**config.mk**
```make
export PLATFORM = sky130hd
export DESIGN_NAME = mem_arbiter
export DESIGN_NICKNAME = d
export VERILOG_FILES = /design/src/rtl/rv32_pkg.sv /design/src/rtl/mem_arb_pick.sv /design/src/rtl/mem_arbiter.sv
export SDC_FILE = /design/constraint.sdc
export NUM_CORES = 1
export LEC_CHECK = 0
export CORE_AREA = 2 2 109 111
export DETAILED_ROUTE_END_ITERATION = 8
export DIE_AREA = 0 0 111 113
export GPL_TIMING_DRIVEN = 0
export PLACE_DENSITY = 0.88
export SLEW_MARGIN = 20
export SYNTH_ARGS = -nofsm -noshare
export SYNTH_HDL_FRONTEND = slang
export SYNTH_SLANG_ARGS = --single-unit
```
**constraint.sdc**
```tcl
create_clock -name clk -period 3.89 [get_ports clk]
set_input_delay 0.778 -clock clk [delete_from_list [all_inputs] [get_ports clk]]
set_output_delay 0.778 -clock clk [all_outputs]
set_load 0.005 [all_outputs]
```
**src/rtl/rv32_pkg.sv**
```systemverilog
// Shared types for the rv32 memory-side blocks.
// Arbiter FSM states and transaction owner encoding.
package rv32_pkg;

  typedef enum logic [1:0] {ARB_IDLE, ARB_REQ, ARB_WAIT} arb_state_t;
  typedef enum logic {ARB_OWN_D, ARB_OWN_I} arb_owner_t;

  localparam int unsigned WSTRB_W = 4;

endpackage

```
**src/rtl/mem_arb_pick.sv**
```systemverilog
// Winner select between the data (D) and fetch (I) requesters.
// Data is favoured until it has won MAX_DATA_STREAK times in a row while fetch waits.
module mem_arb_pick
  import rv32_pkg::*;
#(
  parameter int unsigned MAX_DATA_STREAK = 4
) (
  input  logic clk,
  input  logic resetn,
  input  logic idle,
  input  logic d_valid,
  input  logic i_valid,
  output logic grant_d,
  output logic grant_i
);

  localparam int unsigned CNT_W = $clog2(MAX_DATA_STREAK + 1);
  localparam logic [CNT_W-1:0] STREAK_MAX = CNT_W'(MAX_DATA_STREAK);

  logic [CNT_W-1:0] streak;
  logic             i_turn;

  always_comb begin
    i_turn  = i_valid && (!d_valid || (streak == STREAK_MAX));
    grant_i = idle && i_turn;
    grant_d = idle && d_valid && !i_turn;
  end

  // Only D grants made while fetch is waiting count towards the streak.
  always_ff @(posedge clk or negedge resetn) begin
    if (!resetn) begin
      streak <= '0;
    end else if (grant_i || (idle && !i_valid)) begin
      streak <= '0;
    end else if (grant_d && (streak != STREAK_MAX)) begin
      streak <= streak + CNT_W'(1);
    end
  end

endmodule

```
**src/rtl/mem_arbiter.sv**
```systemverilog
// Shares one single-port memory between instruction fetch (I) and the memory stage (D).
// One transaction at a time: IDLE -> REQ -> WAIT; responses route to the registered owner.
module mem_arbiter
  import rv32_pkg::*;
#(
  parameter int unsigned ADDR_W          = 32,
  parameter int unsigned DATA_W          = 32,
  parameter int unsigned MAX_DATA_STREAK = 4
) (
  input  logic               clk,
  input  logic               resetn,
  input  logic               d_req_valid,
  output logic               d_req_ready,
  input  logic               d_we,
  input  logic [ADDR_W-1:0]  d_addr,
  input  logic [DATA_W-1:0]  d_wdata,
  input  logic [WSTRB_W-1:0] d_wstrb,
  output logic               d_rsp_valid,
  output logic [DATA_W-1:0]  d_rdata,
  input  logic               i_req_valid,
  output logic               i_req_ready,
  input  logic [ADDR_W-1:0]  i_addr,
  output logic               i_rsp_valid,
  output logic [DATA_W-1:0]  i_rdata,
  output logic               mem_req_valid,
  input  logic               mem_req_ready,
  output logic               mem_we,
  output logic [ADDR_W-1:0]  mem_addr,
  output logic [DATA_W-1:0]  mem_wdata,
  output logic [WSTRB_W-1:0] mem_wstrb,
  input  logic               mem_rsp_valid,
  input  logic [DATA_W-1:0]  mem_rdata,
  output logic               busy
);

  arb_state_t state, state_nxt;
  arb_owner_t owner;
  logic       idle;
  logic       grant_d, grant_i;
  logic       rsp_hit;

  always_comb idle = (state == ARB_IDLE);

  mem_arb_pick #(
    .MAX_DATA_STREAK(MAX_DATA_STREAK)
  ) u_pick (
    .clk    (clk),
    .resetn (resetn),
    .idle   (idle),
    .d_valid(d_req_valid),
    .i_valid(i_req_valid),
    .grant_d(grant_d),
    .grant_i(grant_i)
  );

  always_ff @(posedge clk or negedge resetn) begin
    if (!resetn) state <= ARB_IDLE;
    else         state <= state_nxt;
  end

  // Memory responses outside WAIT are stray and never reach a requester.
  always_comb begin
    state_nxt     = state;
    rsp_hit       = (state == ARB_WAIT) && mem_rsp_valid;
    d_req_ready   = grant_d;
    i_req_ready   = grant_i;
    mem_req_valid = (state == ARB_REQ);
    busy          = (state != ARB_IDLE);
    d_rsp_valid   = rsp_hit && (owner == ARB_OWN_D);
    i_rsp_valid   = rsp_hit && (owner == ARB_OWN_I);
    d_rdata       = mem_rdata;
    i_rdata       = mem_rdata;
    unique case (state)
      ARB_IDLE: if (grant_d || grant_i) state_nxt = ARB_REQ;
      ARB_REQ:  if (mem_req_ready)      state_nxt = ARB_WAIT;
      ARB_WAIT: if (mem_rsp_valid)      state_nxt = ARB_IDLE;
      default:                          state_nxt = ARB_IDLE;
    endcase
  end

  always_ff @(posedge clk or negedge resetn) begin
    if (!resetn) begin
      owner     <= ARB_OWN_D;
      mem_we    <= 1'b0;
      mem_addr  <= '0;
      mem_wdata <= '0;
      mem_wstrb <= '0;
    end else if (grant_d) begin
      owner     <= ARB_OWN_D;
      mem_we    <= d_we;
      mem_addr  <= d_addr;
      mem_wdata <= d_wdata;
      mem_wstrb <= d_wstrb;
    end else if (grant_i) begin
      owner     <= ARB_OWN_I;
      mem_we    <= 1'b0;
      mem_addr  <= i_addr;
      mem_wdata <= '0;
      mem_wstrb <= '0;
    end
  end

endmodule

```
; ---- Yosys cells after proc, flatten, opt, wreduce, memory -nomap -nowiden
; Index checks and enable logic that the tools add are counted.
[word_totals]
regBits = 75
elab_cells = 52
inputBits = 139
[op_classes]
muxes = 16
bitwise = 1
n_eq_ne = 7
n_reduce_logical = 20
n_addsub = 1
[op_table]
columns = op, count
row1 = 32-bit two-way mux, 4
row2 = 1-bit logical AND, 9
row3 = 4-bit two-way mux, 2
row4 = 2-bit two-way mux, 3
row5 = 3-bit two-way mux, 2
row6 = 2-bit one-hot mux with 3 select lines, 1
row7 = 2-bit nonzero test, 3
row8 = 1-bit two-way mux, 4
row9 = "2-bit != test, second input constant", 2
row10 = "3-bit by 1-bit adder with 3-bit output, second input constant", 1
row11 = "3-bit == test, second input constant", 1
row12 = 1-bit logical NOT, 3
row13 = 1-bit logical OR, 3
row14 = "3-bit != test, second input constant", 1
row15 = 3-bit AND reduction, 1
row16 = "2-bit by 1-bit == test with 1-bit output, second input constant", 1
row17 = "2-bit == test, second input constant", 1
row18 = 2-bit logical NOT, 1
row19 = "2-bit by 1-bit != test with 1-bit output, second input constant", 1
row20 = 1-bit NOT, 1

; ---- Logic depth before layout (Yosys ltp)
[depth]
word_depth = 8
mapped_depth = 6
mapped_depth_nobuf = 5

; ---- Cells and area by module
; A second synthesis with hierarchy kept.
[unflattened]
cells_unflattened = 322
hier_area_um2 = 3628.5
[by_module_without_submodules]
columns = module, seq_area_each_um2, instances, area_per_inst_um2, cells_per_inst
row1 = mem_arbiter, 1801.7, 1, 3432.0, 300
row2 = mem_arb_pick, 75.1, 1, 196.4, 22

; ---- Least setup slack after synthesis
; No wires, ideal clock.
[synth_path]
path_type = input to output
from = in d_req_valid
to = out d_req_ready
path_buffers = 1
arrival_time_ns = 1.605
stages = 3
slack_ns = 1.507
cell_sequence = or3b_4 > a31oi_4 > buf_6
[synth_between]
elab_chain_cells = 5
[synth_lines]
columns = item, line_no
row1 = start: declaration, mem_arbiter.sv:12  ; input logic d_req_valid,
row2 = 1-bit logical NOT, mem_arb_pick.sv:24  ; i_turn = i_valid && (!d_valid || (streak == STREAK_MAX));
row3 = 1-bit logical OR, mem_arb_pick.sv:24
row4 = 1-bit logical AND, mem_arb_pick.sv:24
row5 = 1-bit logical NOT, mem_arb_pick.sv:26  ; grant_d = idle && d_valid && !i_turn;
row6 = 1-bit logical AND *, mem_arb_pick.sv:26
row7 = end: declaration, mem_arbiter.sv:13  ; output logic d_req_ready,
; Mark *: on every way between the ends. The rest lies on a longest branch, timed or not.

; ---- Worst setup path in the final report
[layout_path]
from = in i_req_valid
to = out i_req_ready
[layout_between]
elab_chain_cells = 2
[layout_lines]
columns = item, line_no
row1 = start: declaration, mem_arbiter.sv:20  ; input logic i_req_valid,
row2 = 1-bit logical AND, mem_arb_pick.sv:24
row3 = 1-bit logical AND, mem_arb_pick.sv:25  ; grant_i = idle && i_turn;
row4 = end: declaration, mem_arbiter.sv:21  ; output logic i_req_ready,
; Every way passes these cells.

==> summary.log <==
[synthesis] post-synthesis share of cell area spent on full adders, half adders and majority gates 0.00680
[worst_setup_path] worst reg2reg path endpoint mem_addr[31]$_DFFE_PN0P_
[routing] drt total wl 11300 um
[timing] shortest clock period the worst path allows after layout 3690 ps
[worst_setup_path] reg-to-reg critical path startpoint u_pick.streak[0]$_DFFE_PN0P_
[place] RePlAce Congestion 0.838
[synthesis] Post-synth EDFFs 0
[clocking] worst-skew pair later-pin latency 320 ps
[worst_hold_path] type of the worst min-delay path in2async
[clocking] H-tree levels 3
[place] post-placement worst setup slack 141 ps
[synthesis] multiplexer fraction of the synthesized cell area 0
[worst_setup_path] worst setup path start i_req_valid
[die] die span in y 113 um
[die] number of rows created at floorplan 39
[cells_and_area] synthesis-to-layout area growth 80.3%
[timing] RSZ-0062 raised after global routing no
[run] total of max-cap violations 0
[synthesis] fraction of synthesis flops using an asynchronous set or reset pin 1.00
[die] horizontal extent of the die 111 um
[cells_and_area] Non-Filler Cell Area, Final 6640 um2
[synthesis] dominant combinational cell family by area after synthesis buffers and inverters
[clocking] count of cells resized by post-cts repair 0
[power] maximum vdd drop 0.316 mV
[synthesis] count of warnings emitted by yosys 0
[routing] number of DRC violations after detailed-routing iteration 0 346
[global_routing] GRT Util Overall 0.173
[timing] worst slew slack as a fraction of its limit 0.552
[synthesis] post-synthesis cell type count 25
[worst_setup_path] worst setup path end i_req_ready
[global_routing] total congestion overflow after global routing 0
[clocking] clk sink count 75
[synthesis] post-synthesis cell area 3680 um2
[status] result of the run finished clean
[routing] DR pass1 iterations 6
[clocking] cts hold-fix bufs 0
[synthesis] leading register cell type out of synthesis sky130_fd_sc_hd__dfrtp_1
[cells_and_area] fill cell instance count of the final layout 900
[worst_setup_path] crit path kind in2out
[synthesis] top cells by count, synth sky130_fd_sc_hd__inv_1 (101), sky130_fd_sc_hd__dfrtp_1 (75), sky130_fd_sc_hd__buf_4 (65), sky130_fd_sc_hd__a22o_1 (37), sky130_fd_sc_hd__a222oi_1 (32)
[worst_setup_path] crit start category input port
[synthesis] register bit count reported by yosys 75
[worst_setup_path] worst-path maximum fanout 10
[synthesis] sequential fraction of the synthesis area 0.510
[worst_setup_path] length in cells of the worst reg-to-reg path 6
[die] initial cell density of the core 0.327
[timing] final critical-path share of the clock period 0.948
[synthesis] Synth Area in Compound Gates 0.195
[die] full die area 12500 um2
[worst_setup_path] type of destination of the critical path primary output
[clocking] TritonCTS buffer count 9
[place] placed standard-cell area 6330 um2
[global_routing] largest net degree at the start of global routing 39
[routing] DR DRC count 0
[place] count of buffers from port buffering 245
[cells_and_area] final antenna diode count 0
[global_routing] number of global-route vias before repair 3611
[power] Pwr Density 607 nW/um2
[timing] count of final max-slew check failures 0
[synthesis] post-synthesis cell type with the largest combined area sky130_fd_sc_hd__dfrtp_1
[synthesis] top post-synthesis cells by area sky130_fd_sc_hd__dfrtp_1 (51%), sky130_fd_sc_hd__buf_4 (13%), sky130_fd_sc_hd__inv_1 (10%)
[worst_setup_path] data required time at the worst endpoint 3110 ps
[synthesis] top-area cell type share of the netlist area 0.510
[cells_and_area] number of nets in the finished design 750
[timing] setup violators final 0
[worst_setup_path] data arrival time of the worst path 2910 ps
[timing] worst setup margin 201 ps
[timing] maximum clock frequency 0.271 GHz
[timing] clock tree skew after final layout 6.10 ps
[clocking] Max Buffers Root-to-Sink 2
[synthesis] xor/xnor share of the synthesized area 0
[routing] number of nets with antenna violations after routing 0
[synthesis] most numerous cell in the Yosys netlist sky130_fd_sc_hd__inv_1
[die] CORE AREA 11300 um2
[cells_and_area] layout cells sized above 1 0.156
[synthesis] Syn Inst Count 352
[timing] Slew @ Worst Pin 667 ps
[global_routing] wire length of the first global-routing pass 17400 um
[synthesis] syn avg cell area 10.5 um2
[timing] worst hold slack across all endpoints 410 ps
[synthesis] simple-gate share of the synthesized area 0.0221
[power] leakage power of the design 0.00323 uW
[die] number of ports placed on the die boundary 278
[worst_setup_path] flop2flop setup slack 1800 ps
[clocking] library cell used as clock root buffer sky130_fd_sc_hd__clkbuf_16
[place] DPL Wire Length 8860 um
[routing] vias per std cell 4.62
[synthesis] net count after synthesis 493
[clocking] clock-pin transition on the worst setup and hold timing paths 60 ps
[routing] wire per inst 15.0 um
[clocking] TritonCTS clock tree done
[timing] setup_tns 0 ps
[routing] routed vias 3499
[global_routing] antenna violations before repair 0
[timing] final hold violations 0
[clocking] post-CTS setup buffers 0
## layer usage
metal,wire [um],track usage,up-vias
met2,5730,0.306,189
met3,992,0.0477,20
met5,0,0,-
met4,214,0.0650,0
met1,4410,0.201,1665
li1,-,-,1625
## power breakdown
part | total, uW | switching (uW) | internal, uW | leakage [uW]
clock | 840 | 309 | 531 | 0.000153
sequential | 1340 | 207 | 1130 | 0.000901
combinational | 1850 | 706 | 1140 | 0.00217
total | 4030 | 1220 | 2800 | 0.00323
## placed cells by master, fill, tap and decap left out, drive strengths merged
cell	instances
nand3	1
bufinv	1
buf	76
a22o	37
or3b	1
nand2	4
o22ai	1
clkdlybuf4s50	244
a222oi	32
nor3b	2
nand4	1
ha	2
clkbuf	19
clkinv	3
inv	102
nor3	1
dfrtp	75
a21o	1
nor2	1
o21ai	5
nand2b	2
a21boi	1
a31oi	2
## kinds of logic (layout without fill, tap and decap cells)
group,after synthesis,count (layout)
AO/OA/AOI/OAI,79,79
adder cells (fa/ha/maj),2,2
buffers and inverters,183,445
flip-flops,75,75
AND/OR/NAND/NOR,13,13
## registers in the layout, indices dropped and copies added, names as in the netlist
| register | cells |
|---|---|
| mem_wstrb | 4 |
| state | 2 |
| owner | 1 |
| mem_addr | 32 |
| u_pick.streak | 3 |
| mem_we | 1 |
| mem_wdata | 32 |
## worst max-delay path, stage by stage
cell and delay, ps:
sky130_fd_sc_hd__clkdlybuf4s50_1 620, sky130_fd_sc_hd__nor3b_2 570, sky130_fd_sc_hd__buf_2 390, sky130_fd_sc_hd__clkdlybuf4s50_1 550
## how the worst min path moves through the flow
stage	from	to	slack, ps	depth (start not counted)
3_3_place_gp	mem_wdata[15]$_DFFE_PN0P_	mem_wdata[15]$_DFFE_PN0P_	480	1
6_report	resetn	mem_wdata[27]$_DFFE_PN0P_	410	1
5_1_grt	resetn	mem_wdata[27]$_DFFE_PN0P_	440	1
3_5_place_dp	mem_wdata[27]$_DFFE_PN0P_	mem_wdata[27]$_DFFE_PN0P_	480	1
4_1_cts	resetn	mem_we$_DFFE_PN0P_	420	1
2_1_floorplan	owner$_DFFE_PN0P_	owner$_DFFE_PN0P_	460	1
## final cells by class
cell class	instances	area, um2	area share
plain buffers	81	597	0.0899
clock buffers	12	256	0.0387
clock inverters	4	48.8	0.00735
inverters	102	383	0.0577
multi-input cells	94	825	0.124
flip-flops and latches	75	1880	0.283
well taps	143	179	0.0270
repair buffers	246	2470	0.372
## through the flow
stage	power, uW	cells	util
5_1_grt	4270	757	0.589
2_1_floorplan	2100	352	-
3_5_place_dp	3200	741	0.562
4_1_cts	4070	757	0.589
6_report	4030	757	0.589
3_3_place_gp	3130	740	0.560
No activity file was read; power rests on OpenSTA's default activity.
